File: src/rtl/vga_pkg.sv
// Shared constants for the 800x600 @ 60 Hz raster: porch/sync sizes,
// derived totals and sync windows, and the common counter width.
package vga_pkg;

  localparam int H_ACTIVE = 800;
  localparam int H_FP     = 40;
  localparam int H_SYNC   = 128;
  localparam int H_BP     = 88;
  localparam int V_ACTIVE = 600;
  localparam int V_FP     = 1;
  localparam int V_SYNC   = 4;
  localparam int V_BP     = 23;
  localparam logic SYNC_POL = 1'b1;

  localparam int H_TOTAL = H_ACTIVE + H_FP + H_SYNC + H_BP;
  localparam int V_TOTAL = V_ACTIVE + V_FP + V_SYNC + V_BP;

  localparam int H_SYNC_START = H_ACTIVE + H_FP;
  localparam int H_SYNC_END   = H_SYNC_START + H_SYNC;
  localparam int V_SYNC_START = V_ACTIVE + V_FP;
  localparam int V_SYNC_END   = V_SYNC_START + V_SYNC;

  localparam int CNT_W = 11;

  // Half-open window test [lo, hi) used for the sync pulses.
  function automatic logic in_window(input logic [CNT_W-1:0] val,
                                     input logic [CNT_W-1:0] lo,
                                     input logic [CNT_W-1:0] hi);
    return (val >= lo) && (val < hi);
  endfunction

endpackage

File: src/rtl/vga_if.sv
// Raster position bundle: the timing generator drives it through `out`,
// draw stages consume it through `in`.
interface vga_if;

  logic [vga_pkg::CNT_W-1:0] hcount;
  logic [vga_pkg::CNT_W-1:0] vcount;
  logic                      hsync;
  logic                      vsync;
  logic                      hblnk;
  logic                      vblnk;

  modport out (output hcount, output vcount, output hsync, output vsync,
               output hblnk, output vblnk);
  modport in  (input hcount, input vcount, input hsync, input vsync,
               input hblnk, input vblnk);

endinterface

File: src/rtl/vga_axis_counter.sv
// One raster axis: wrapping position counter with blank and sync flags
// registered in the same stage as the count they describe.
module vga_axis_counter
  import vga_pkg::*;
#(
  parameter int   TOTAL  = H_TOTAL,
  parameter int   ACTIVE = H_ACTIVE,
  parameter int   FP     = H_FP,
  parameter int   SYNC   = H_SYNC,
  parameter logic POL    = SYNC_POL
) (
  input  logic             clk,
  input  logic             rst,
  input  logic             inc,
  output logic [CNT_W-1:0] count,
  output logic             blnk,
  output logic             sync,
  output logic             wrap
);

  localparam logic [CNT_W-1:0] LAST    = CNT_W'(TOTAL - 1);
  localparam logic [CNT_W-1:0] ACT     = CNT_W'(ACTIVE);
  localparam logic [CNT_W-1:0] S_START = CNT_W'(ACTIVE + FP);
  localparam logic [CNT_W-1:0] S_END   = CNT_W'(ACTIVE + FP + SYNC);
  localparam logic [CNT_W-1:0] ONE     = CNT_W'(1);

  logic [CNT_W-1:0] count_d, count_q;
  logic             blnk_d, blnk_q;
  logic             sync_d, sync_q;

  // Flags are derived from the next count so they land alongside it.
  always_comb begin
    count_d = count_q;
    if (inc) begin
      if (count_q == LAST) begin
        count_d = '0;
      end else begin
        count_d = count_q + ONE;
      end
    end else begin
      count_d = count_q;
    end
    blnk_d = (count_d >= ACT);
    if (in_window(count_d, S_START, S_END)) begin
      sync_d = POL;
    end else begin
      sync_d = ~POL;
    end
  end

  // Axis state registers.
  always_ff @(posedge clk or posedge rst) begin
    if (rst) begin
      count_q <= '0;
      blnk_q  <= 1'b0;
      sync_q  <= ~POL;
    end else begin
      count_q <= count_d;
      blnk_q  <= blnk_d;
      sync_q  <= sync_d;
    end
  end

  assign count = count_q;
  assign blnk  = blnk_q;
  assign sync  = sync_q;
  assign wrap  = inc && (count_q == LAST);

endmodule

File: src/rtl/vga_timing.sv
// Raster timing generator: chains horizontal and vertical axis counters
// and produces the per-line and per-frame ticks.
module vga_timing #(
  parameter int   H_ACTIVE = vga_pkg::H_ACTIVE,
  parameter int   H_FP     = vga_pkg::H_FP,
  parameter int   H_SYNC   = vga_pkg::H_SYNC,
  parameter int   H_BP     = vga_pkg::H_BP,
  parameter int   V_ACTIVE = vga_pkg::V_ACTIVE,
  parameter int   V_FP     = vga_pkg::V_FP,
  parameter int   V_SYNC   = vga_pkg::V_SYNC,
  parameter int   V_BP     = vga_pkg::V_BP,
  parameter logic SYNC_POL = vga_pkg::SYNC_POL
) (
  input  logic     clk,
  input  logic     rst,
  vga_if.out       vout,
  output logic     frame_tick,
  output logic     line_tick
);

  localparam int W  = vga_pkg::CNT_W;
  localparam int HT = H_ACTIVE + H_FP + H_SYNC + H_BP;
  localparam int VT = V_ACTIVE + V_FP + V_SYNC + V_BP;

  localparam logic [W-1:0] LINE_PRE  = W'(H_ACTIVE - 1);
  localparam logic [W-1:0] FRAME_PRE = W'(V_ACTIVE - 1);

  logic [W-1:0] h_count, v_count;
  logic         h_blnk, v_blnk, h_sync, v_sync, h_wrap, v_wrap;
  logic         frame_tick_d, frame_tick_q;
  logic         line_tick_d, line_tick_q;

  vga_axis_counter #(
    .TOTAL (HT), .ACTIVE(H_ACTIVE), .FP(H_FP), .SYNC(H_SYNC), .POL(SYNC_POL)
  ) u_h (
    .clk(clk), .rst(rst), .inc(1'b1),
    .count(h_count), .blnk(h_blnk), .sync(h_sync), .wrap(h_wrap)
  );

  vga_axis_counter #(
    .TOTAL (VT), .ACTIVE(V_ACTIVE), .FP(V_FP), .SYNC(V_SYNC), .POL(SYNC_POL)
  ) u_v (
    .clk(clk), .rst(rst), .inc(h_wrap),
    .count(v_count), .blnk(v_blnk), .sync(v_sync), .wrap(v_wrap)
  );

  // Ticks are decoded one position early so they register alongside
  // the counters: (0, V_ACTIVE) follows a wrap out of line V_ACTIVE-1.
  always_comb begin
    line_tick_d  = (h_count == LINE_PRE);
    frame_tick_d = h_wrap && (v_count == FRAME_PRE);
  end

  // Tick registers.
  always_ff @(posedge clk or posedge rst) begin
    if (rst) begin
      line_tick_q  <= 1'b0;
      frame_tick_q <= 1'b0;
    end else begin
      line_tick_q  <= line_tick_d;
      frame_tick_q <= frame_tick_d;
    end
  end

  assign vout.hcount = h_count;
  assign vout.vcount = v_count;
  assign vout.hsync  = h_sync;
  assign vout.vsync  = v_sync;
  assign vout.hblnk  = h_blnk;
  assign vout.vblnk  = v_blnk;
  assign frame_tick  = frame_tick_q;
  assign line_tick   = line_tick_q;

endmodule

File: src/flat_wrapper.sv
// flat-port wrapper written by rule: the top's interface ports become plain ports
module vga_timing_flat 
#(
  parameter int   H_ACTIVE = vga_pkg::H_ACTIVE,
  parameter int   H_FP     = vga_pkg::H_FP,
  parameter int   H_SYNC   = vga_pkg::H_SYNC,
  parameter int   H_BP     = vga_pkg::H_BP,
  parameter int   V_ACTIVE = vga_pkg::V_ACTIVE,
  parameter int   V_FP     = vga_pkg::V_FP,
  parameter int   V_SYNC   = vga_pkg::V_SYNC,
  parameter int   V_BP     = vga_pkg::V_BP,
  parameter logic SYNC_POL = vga_pkg::SYNC_POL
)
  (clk, rst, frame_tick, line_tick, vout_hcount, vout_vcount, vout_hsync, vout_vsync, vout_hblnk, vout_vblnk);
  vga_if vout_i ();
  input  logic clk;
  input  logic rst;
  output logic frame_tick;
  output logic line_tick;
  output wire logic [$bits(vout_i.hcount)-1:0] vout_hcount;
  output wire logic [$bits(vout_i.vcount)-1:0] vout_vcount;
  output wire logic [$bits(vout_i.hsync)-1:0] vout_hsync;
  output wire logic [$bits(vout_i.vsync)-1:0] vout_vsync;
  output wire logic [$bits(vout_i.hblnk)-1:0] vout_hblnk;
  output wire logic [$bits(vout_i.vblnk)-1:0] vout_vblnk;
  assign vout_hcount = vout_i.hcount;
  assign vout_vcount = vout_i.vcount;
  assign vout_hsync = vout_i.hsync;
  assign vout_vsync = vout_i.vsync;
  assign vout_hblnk = vout_i.hblnk;
  assign vout_vblnk = vout_i.vblnk;
  vga_timing #(.H_ACTIVE(H_ACTIVE), .H_FP(H_FP), .H_SYNC(H_SYNC), .H_BP(H_BP), .V_ACTIVE(V_ACTIVE), .V_FP(V_FP), .V_SYNC(V_SYNC), .V_BP(V_BP), .SYNC_POL(SYNC_POL)) u_core (.clk(clk), .rst(rst), .vout(vout_i), .frame_tick(frame_tick), .line_tick(line_tick));
endmodule
File: config.mk
export PLATFORM = sky130hd
export DESIGN_NAME = vga_timing_flat
export DESIGN_NICKNAME = d
export VERILOG_FILES = /design/src/rtl/vga_pkg.sv /design/src/rtl/vga_if.sv /design/src/rtl/vga_axis_counter.sv /design/src/rtl/vga_timing.sv /design/src/flat_wrapper.sv
export SDC_FILE = /design/constraint.sdc
export NUM_CORES = 1
export LEC_CHECK = 0
export CAP_MARGIN = 20
export CORE_UTILIZATION = 46
export CTS_CLUSTER_SIZE = 25
export DETAILED_ROUTE_END_ITERATION = 7
export GPL_TIMING_DRIVEN = 1
export PLACE_DENSITY = 0.84
export SETUP_SLACK_MARGIN = 0.1
export SLEW_MARGIN = 10
export SYNTH_ARGS = -nofsm -noshare
export SYNTH_HDL_FRONTEND = slang
export SYNTH_SLANG_ARGS = --single-unit
File: constraint.sdc
create_clock -name clk -period 2.5 [get_ports clk]
set_input_delay 0.375 -clock clk [delete_from_list [all_inputs] [get_ports clk]]
set_output_delay 0.375 -clock clk [all_outputs]
set_load 0.05 [all_outputs]
==> flow_summary.ini, run 1 <==
[placement]
place_congestion = 0.942
portBuffers = 29
place_ws_ps = 112
hpwl_um = 2840
numPlacedInstances = 244

[clocking]
htree_levels = 1
path_clk_slew_ps = 160
cts_buffers = 3
clk_latency_ps = 340
cts.path.max_buffers = 2
tritoncts = built
clock-sinks = 28
cts_root_buf = clkbuf_4

[sta]
slew_viol_final = 0
finalCritPeriodShare = 0.969
timing.fmax_ghz = 0.413
rsz0062_at_grt = yes
layout_setup_ws_ps = 78.7
max_slew.worst_pin.slew_ps = 511
fin_skew_ps = 9.82
min_period_ps = 2420
hold_violations = 0
timing.slew.headroom = 0.658
finalSetupViolCount = 0

[setup_path]
endpoint_kind = flip-flop
critPathRequiredTime_ps = 2740
cp_max_fo = 2
cp.arrival_ps = 2660
r2r_slack_ps = 80
worstSetupPathType = flip-flop to flip-flop
start_kind = flip-flop

[final_layout]
diodes = 0
fillers = 256
drive_gt1_frac = 0.209
num-nets-final = 216
areaGrowthSynthToFinish_pct = 33.1
stdcell_count = 255

[floorplanning]
die_h_um = 60.5
ios = 30
start_util = 0.498
die_x_um = 60.5
design.die.area_um2 = 3650
fp.coreArea_um2 = 3150
placementRows = 20

[detailed_routing]
wirelength_um = 4230
wire_per_inst_um = 16.6
drc_errors = 0
drtPass1Iterations = 4
final_antenna_net_count = 0
drt_iter0_drc = 66
vias = 1541
avgViaCountPerCell = 6.04

[synth]
synth_fp_nets = 171
syn_avg_cell_area_um2 = 9.41
synth_cell_types = 43
synth_ff_type = dfrtp_1
netlist_area_um2 = 1570
async_flop_share = 1.00
synth_cells = 167
yosys_warnings = 0
synth_edf_count = 0
ys_seq_area_frac = 0.446
ys_ff_latch = 28

[outcome]
status = complete, no violations

[pwr]
ir_drop_mv = 0.219
p_leak_nw = 0.843
p_per_area_nw_per_um2 = 318

[worst_hold_path]
hold_path_class = input port to async pin

[global_route]
grt_start_max_net_pins = 29
grt_use_total = 0.238
grt_pass1_vias = 1400
grt_antenna_before_repair = 0
grt_pass1_wl_um = 6480
overflow = 0

[run]
maxCapViolations = 0
## registers in the layout, indices dropped and copies added (netlist names)
name,cells
u_core.frame_tick,1
u_core.line_tick,1
u_core.u_v.count,11
u_core.u_v.sync,1
u_core.u_h.sync,1
u_core.u_h.blnk,1
u_core.u_h.count,11
u_core.u_v.blnk,1
## layer usage
| metal | global-route usage | part of all wire | routed length [um] | vias to the layer above |
|---|---|---|---|---|
| met1 | 0.304 | 0.41 | 1730 | 747 |
| met5 | 0 | 0 | 0 | - |
| li1 | - | - | - | 701 |
| met2 | 0.408 | 0.50 | 2120 | 79 |
| met3 | 0.0277 | 0.060 | 253 | 14 |
| met4 | 0.104 | 0.029 | 121 | 0 |
## critical path, stage by stage, from the launching register on
cell and delay [ps]:
dfrtp_2 430, or4_4 530, or3_4 360, or4_4 440, a211o_1 280, a2111oi_2 290
## report_power, final
part	switching, mW	leakage [nW]	total (mW)	internal [mW]
combinational	0.00895	0.459	0.0115	0.00251
clock	0.137	0.0150	0.200	0.0627
sequential	0	0.369	0.453	0.453
## layout by cell type (no fill, tap or decap), types with 3 or more instances in the layout
| cell | netlist | layout |
|---|---|---|
| buf_4 | 0 | 16 |
| nor2_1 | 13 | 13 |
| and4_1 | 5 | 5 |
| o31ai_1 | 3 | 3 |
| nand2_1 | 12 | 12 |
| a21oi_1 | 6 | 6 |
| dfrtp_1 | 28 | 21 |
| o21ai_0 | 4 | 4 |
| nand3_1 | 8 | 8 |
| nor3_1 | 6 | 5 |
| clkbuf_4 | 0 | 3 |
| or3_1 | 6 | 5 |
| dfrtp_2 | 0 | 7 |
| nand4_1 | 6 | 6 |
| inv_1 | 13 | 13 |
| clkdlybuf4s50_1 | 0 | 29 |
| nand2b_1 | 4 | 4 |
| xnor2_1 | 7 | 7 |
| xor2_1 | 6 | 6 |
## Yosys cell counts (2+ instances only)
cell type	number	share of area
buf_6	2	0.014
o31ai_1	3	0.014
nand2b_1	4	0.016
xor2_1	6	0.033
a31o_2	2	0.011
or2_2	2	0.0080
a21oi_1	6	0.019
nor4_1	4	0.016
o21ai_0	4	0.013
a31oi_1	2	0.0080
xnor2_1	7	0.039
or4_4	2	0.014
nor4b_1	2	0.011
dfrtp_1	28	0.45
nand4_1	6	0.024
or3_1	6	0.024
nand3_1	8	0.025
nor2_1	13	0.031
and4_1	5	0.028
inv_1	13	0.031
clkbuf_1	3	0.0072
nand2_1	12	0.029
nor3_1	6	0.019
ha_1	2	0.016
## area by class of cell
cell class | instances | area [um^2] | share of cell area
Timing Repair Buffer | 46 | 425 | 0.203
Tap cell | 44 | 55.1 | 0.0263
Sequential cell | 28 | 709 | 0.339
Clock buffer | 4 | 26.3 | 0.0126
Multi-Input combinational cell | 120 | 827 | 0.395
Inverter | 13 | 48.8 | 0.0233
## stage by stage
step | utilization | setup TNS (ps) | cell area (um^2) | power, mW | hold WS (ps)
3_5_place_dp | 0.624 | 0 | 1970 | 0.474 | 483
6_report | 0.663 | 0 | 2090 | 0.664 | 375
4_1_cts | 0.635 | 0 | 2000 | 0.665 | 398
2_1_floorplan | - | -125 | 1590 | 0.468 | 440
3_3_place_gp | 0.624 | 0 | 1970 | 0.473 | 473
5_1_grt | 0.663 | 0 | 2090 | 0.684 | 449
## final timing paths
kind                                  endpoint                start  cells past startpoint
setup / recovery               u_core.u_v.sync  u_core.u_h.count[9]                      5
hold / removal             u_core.u_v.count[0]                  rst                      3
setup reg to reg               u_core.u_v.sync  u_core.u_h.count[9]                      5
hold reg to reg            u_core.u_h.count[0]  u_core.u_h.count[0]                      1
max in group asynchronous  u_core.u_h.count[5]                  rst                      3
min in group clk           u_core.u_h.count[0]  u_core.u_h.count[0]                      1
## timing repair
action | in CTS | in global routing
pin swaps | 0 | 1
buffers inserted | 1 | 6
resized for setup | 0 | 9
hold buffers | 0 | 0
endpoints found under the setup margin | 2 | 2
## cells by family after synthesis
family	count (synthesis)	synth area share
adders and majority gates	2	0.0159
buffers and inverters	19	0.0557
AOI/OAI and AO/OA	29	0.133
and+or+nand+nor	76	0.277
DFF	28	0.446
xor gates and xnor gates	13	0.0725
No activity file was read; power rests on OpenSTA's default activity.
==> inputs of run 2 (changes only) <==
--- a/config.mk
+++ b/config.mk
@@ -10,7 +10,7 @@
 export CTS_CLUSTER_SIZE = 25
 export DETAILED_ROUTE_END_ITERATION = 7
 export GPL_TIMING_DRIVEN = 1
-export PLACE_DENSITY = 0.84
+export PLACE_DENSITY = 0.81
 export SETUP_SLACK_MARGIN = 0.1
 export SLEW_MARGIN = 10
 export SYNTH_ARGS = -nofsm -noshare
==> run 2 against run 1 <==
Global-route usage increased by 0.071 points; critical path type unchanged; critical endpoint unchanged; power up 16%; largest cell class unchanged; critical path depth unchanged; sequential power about the same; sequential share of layout area down 0.34 points.
==> flow_summary.ini, run 2 (synthesis results as in run 1) <==
[detailed_routing]
drc_errors = 0
wl_met3_um = 191
final_antenna_net_count = 0
wl_met1_um = 1630
wirelength_um = 4020
drtPass1Iterations = 4
vias = 1527
drt_iter0_drc = 118
wire_per_inst_um = 16.1
highest_layer = met4
wl_met2_um = 2110
avgViaCountPerCell = 6.11

[clocking]
cts_buffers = 3
cts.path.max_buffers = 2
htree_levels = 1
tritoncts = built
cts_hold_buffers = 0
cts_root_buf = clkbuf_4
clock-sinks = 28
path_clk_slew_ps = 160
clk_latency_ps = 350

[sta]
min_period_ps = 2360
finalCritPeriodShare = 0.946
max_slew.worst_pin.slew_ps = 504
finalSetupViolCount = 0
timing.slew.headroom = 0.663
rsz0062_at_grt = yes
slew_viol_final = 0
fin_skew_ps = 11.8
layout_setup_ws_ps = 136
timing.fmax_ghz = 0.423
hold_violations = 0

[setup_path]
start_kind = flip-flop
worstSetupPathType = flip-flop to flip-flop
critPathRequiredTime_ps = 2760
cp.arrival_ps = 2620
cp_max_fo = 2
endpoint_kind = flip-flop

[floorplanning]
placementRows = 20
start_util = 0.498
design.die.area_um2 = 3650
fp.coreArea_um2 = 3150
ios = 30
die_x_um = 60.5
die_h_um = 60.5

[placement]
place_area_um2 = 1980
portBuffers = 29
place_ws_ps = 54.5
place_congestion = 0.953
numPlacedInstances = 245
hpwl_um = 2750

[global_route]
overflow = 0
grt_antenna_before_repair = 0
grt_pass1_wl_um = 6560
grt_use_total = 0.239
grt_pass1_vias = 1502
grt_start_max_net_pins = 29

[final_layout]
num-nets-final = 211
areaGrowthSynthToFinish_pct = 34.5
stdcell_count = 250
drive_gt1_frac = 0.194
final_common_cell = clkdlybuf4s50_1
fin_area_um2 = 2110
diodes = 0
fin_util = 0.670
final_cell_mix = 29 x clkdlybuf4s50_1, 21 x dfrtp_1, 13 x inv_1, 13 x nor2_1, 12 x nand2_1

[worst_hold_path]
hold_path_class = input port to async pin

[pwr]
p_leak_nw = 0.838
power_switching_mw = 0.151
seq_power_share = 0.589
p_comb_frac = 0.014
p_per_area_nw_per_um2 = 364
swShare = 0.197
ir_drop_mv = 0.342
clockPowerShare = 0.397
internal_power_mw = 0.618

[outcome]
status = complete, no violations

[run]
maxCapViolations = 0
run 2: cell count changes in the layout (fill, tap and decap cells not counted), sizes merged:
| cell | before | now |
|---|---|---|
| buf | 17 | 12 |
| bufinv | 0 | 1 |
| clkbuf | 4 | 3 |
run 2: power groups by stage:
| stage | Sequential (mW) | Clock, mW | Combinational [mW] |
|---|---|---|---|
| 2_1_floorplan | 0.461 | 0 | 0.00670 |
| 3_3_place_gp | 0.461 | 0 | 0.0117 |
| 3_5_place_dp | 0.461 | 0 | 0.0121 |
| 4_1_cts | 0.453 | 0.312 | 0.0120 |
| 5_1_grt | 0.453 | 0.324 | 0.0134 |
| 6_report | 0.453 | 0.305 | 0.0111 |
run 2: path summary, 6_finish.rpt:
| kind | startpoint | end | slack (ps) | cells after the start |
|---|---|---|---|---|
| min in group clk | u_core.u_h.count[0] | u_core.u_h.count[0] | 490 | 1 |
| max | u_core.u_h.count[9] | u_core.u_v.sync | 140 | 5 |
| max in group asynchronous | rst | u_core.u_h.count[0] | 1850 | 3 |
| min | rst | u_core.u_v.blnk | 370 | 3 |
| max reg2reg | u_core.u_h.count[9] | u_core.u_v.sync | 140 | 5 |
| min reg2reg | u_core.u_h.count[0] | u_core.u_h.count[0] | 490 | 1 |
run 2: routing by layer:
metal,vias to the layer above,global-route usage
met1,762,0.299
met3,10,0.0277
met4,0,0.120
li1,690,-
met2,65,0.408
met5,-,0
run 2: metrics by stage:
stage               setup TNS [ps]  power, mW  hold WS [ps]
finish                           0      0.769           368
global route                     0      0.790           407
CTS                              0      0.777           379
detailed placement               0      0.473           471
global placement                 0      0.473           468
floorplan                     -125      0.468           440
run 2: critical path, cell delays in order (launching register included):
cell and delay (ps):
dfrtp_2 430, or4_4 530, or3_4 350, or4_4 430
a211o_1 330, a2111oi_4 200
run 2: area by class of cell:
cell class                 count  area (um^2)
fill                         268         1040
multi-input combinational    120          863
sequential                    28          709
timing repair buffer          41          384
tap                           44         55.1
inverter                      13         48.8
clock inverter                 1         30.0
clock buffer                   3         22.5
run 2: what timing repair did:
action	CTS	global route
pin swaps	0	3
setup buffers	1	0
gates resized for setup	2	9
endpoints found under the setup margin	1	2
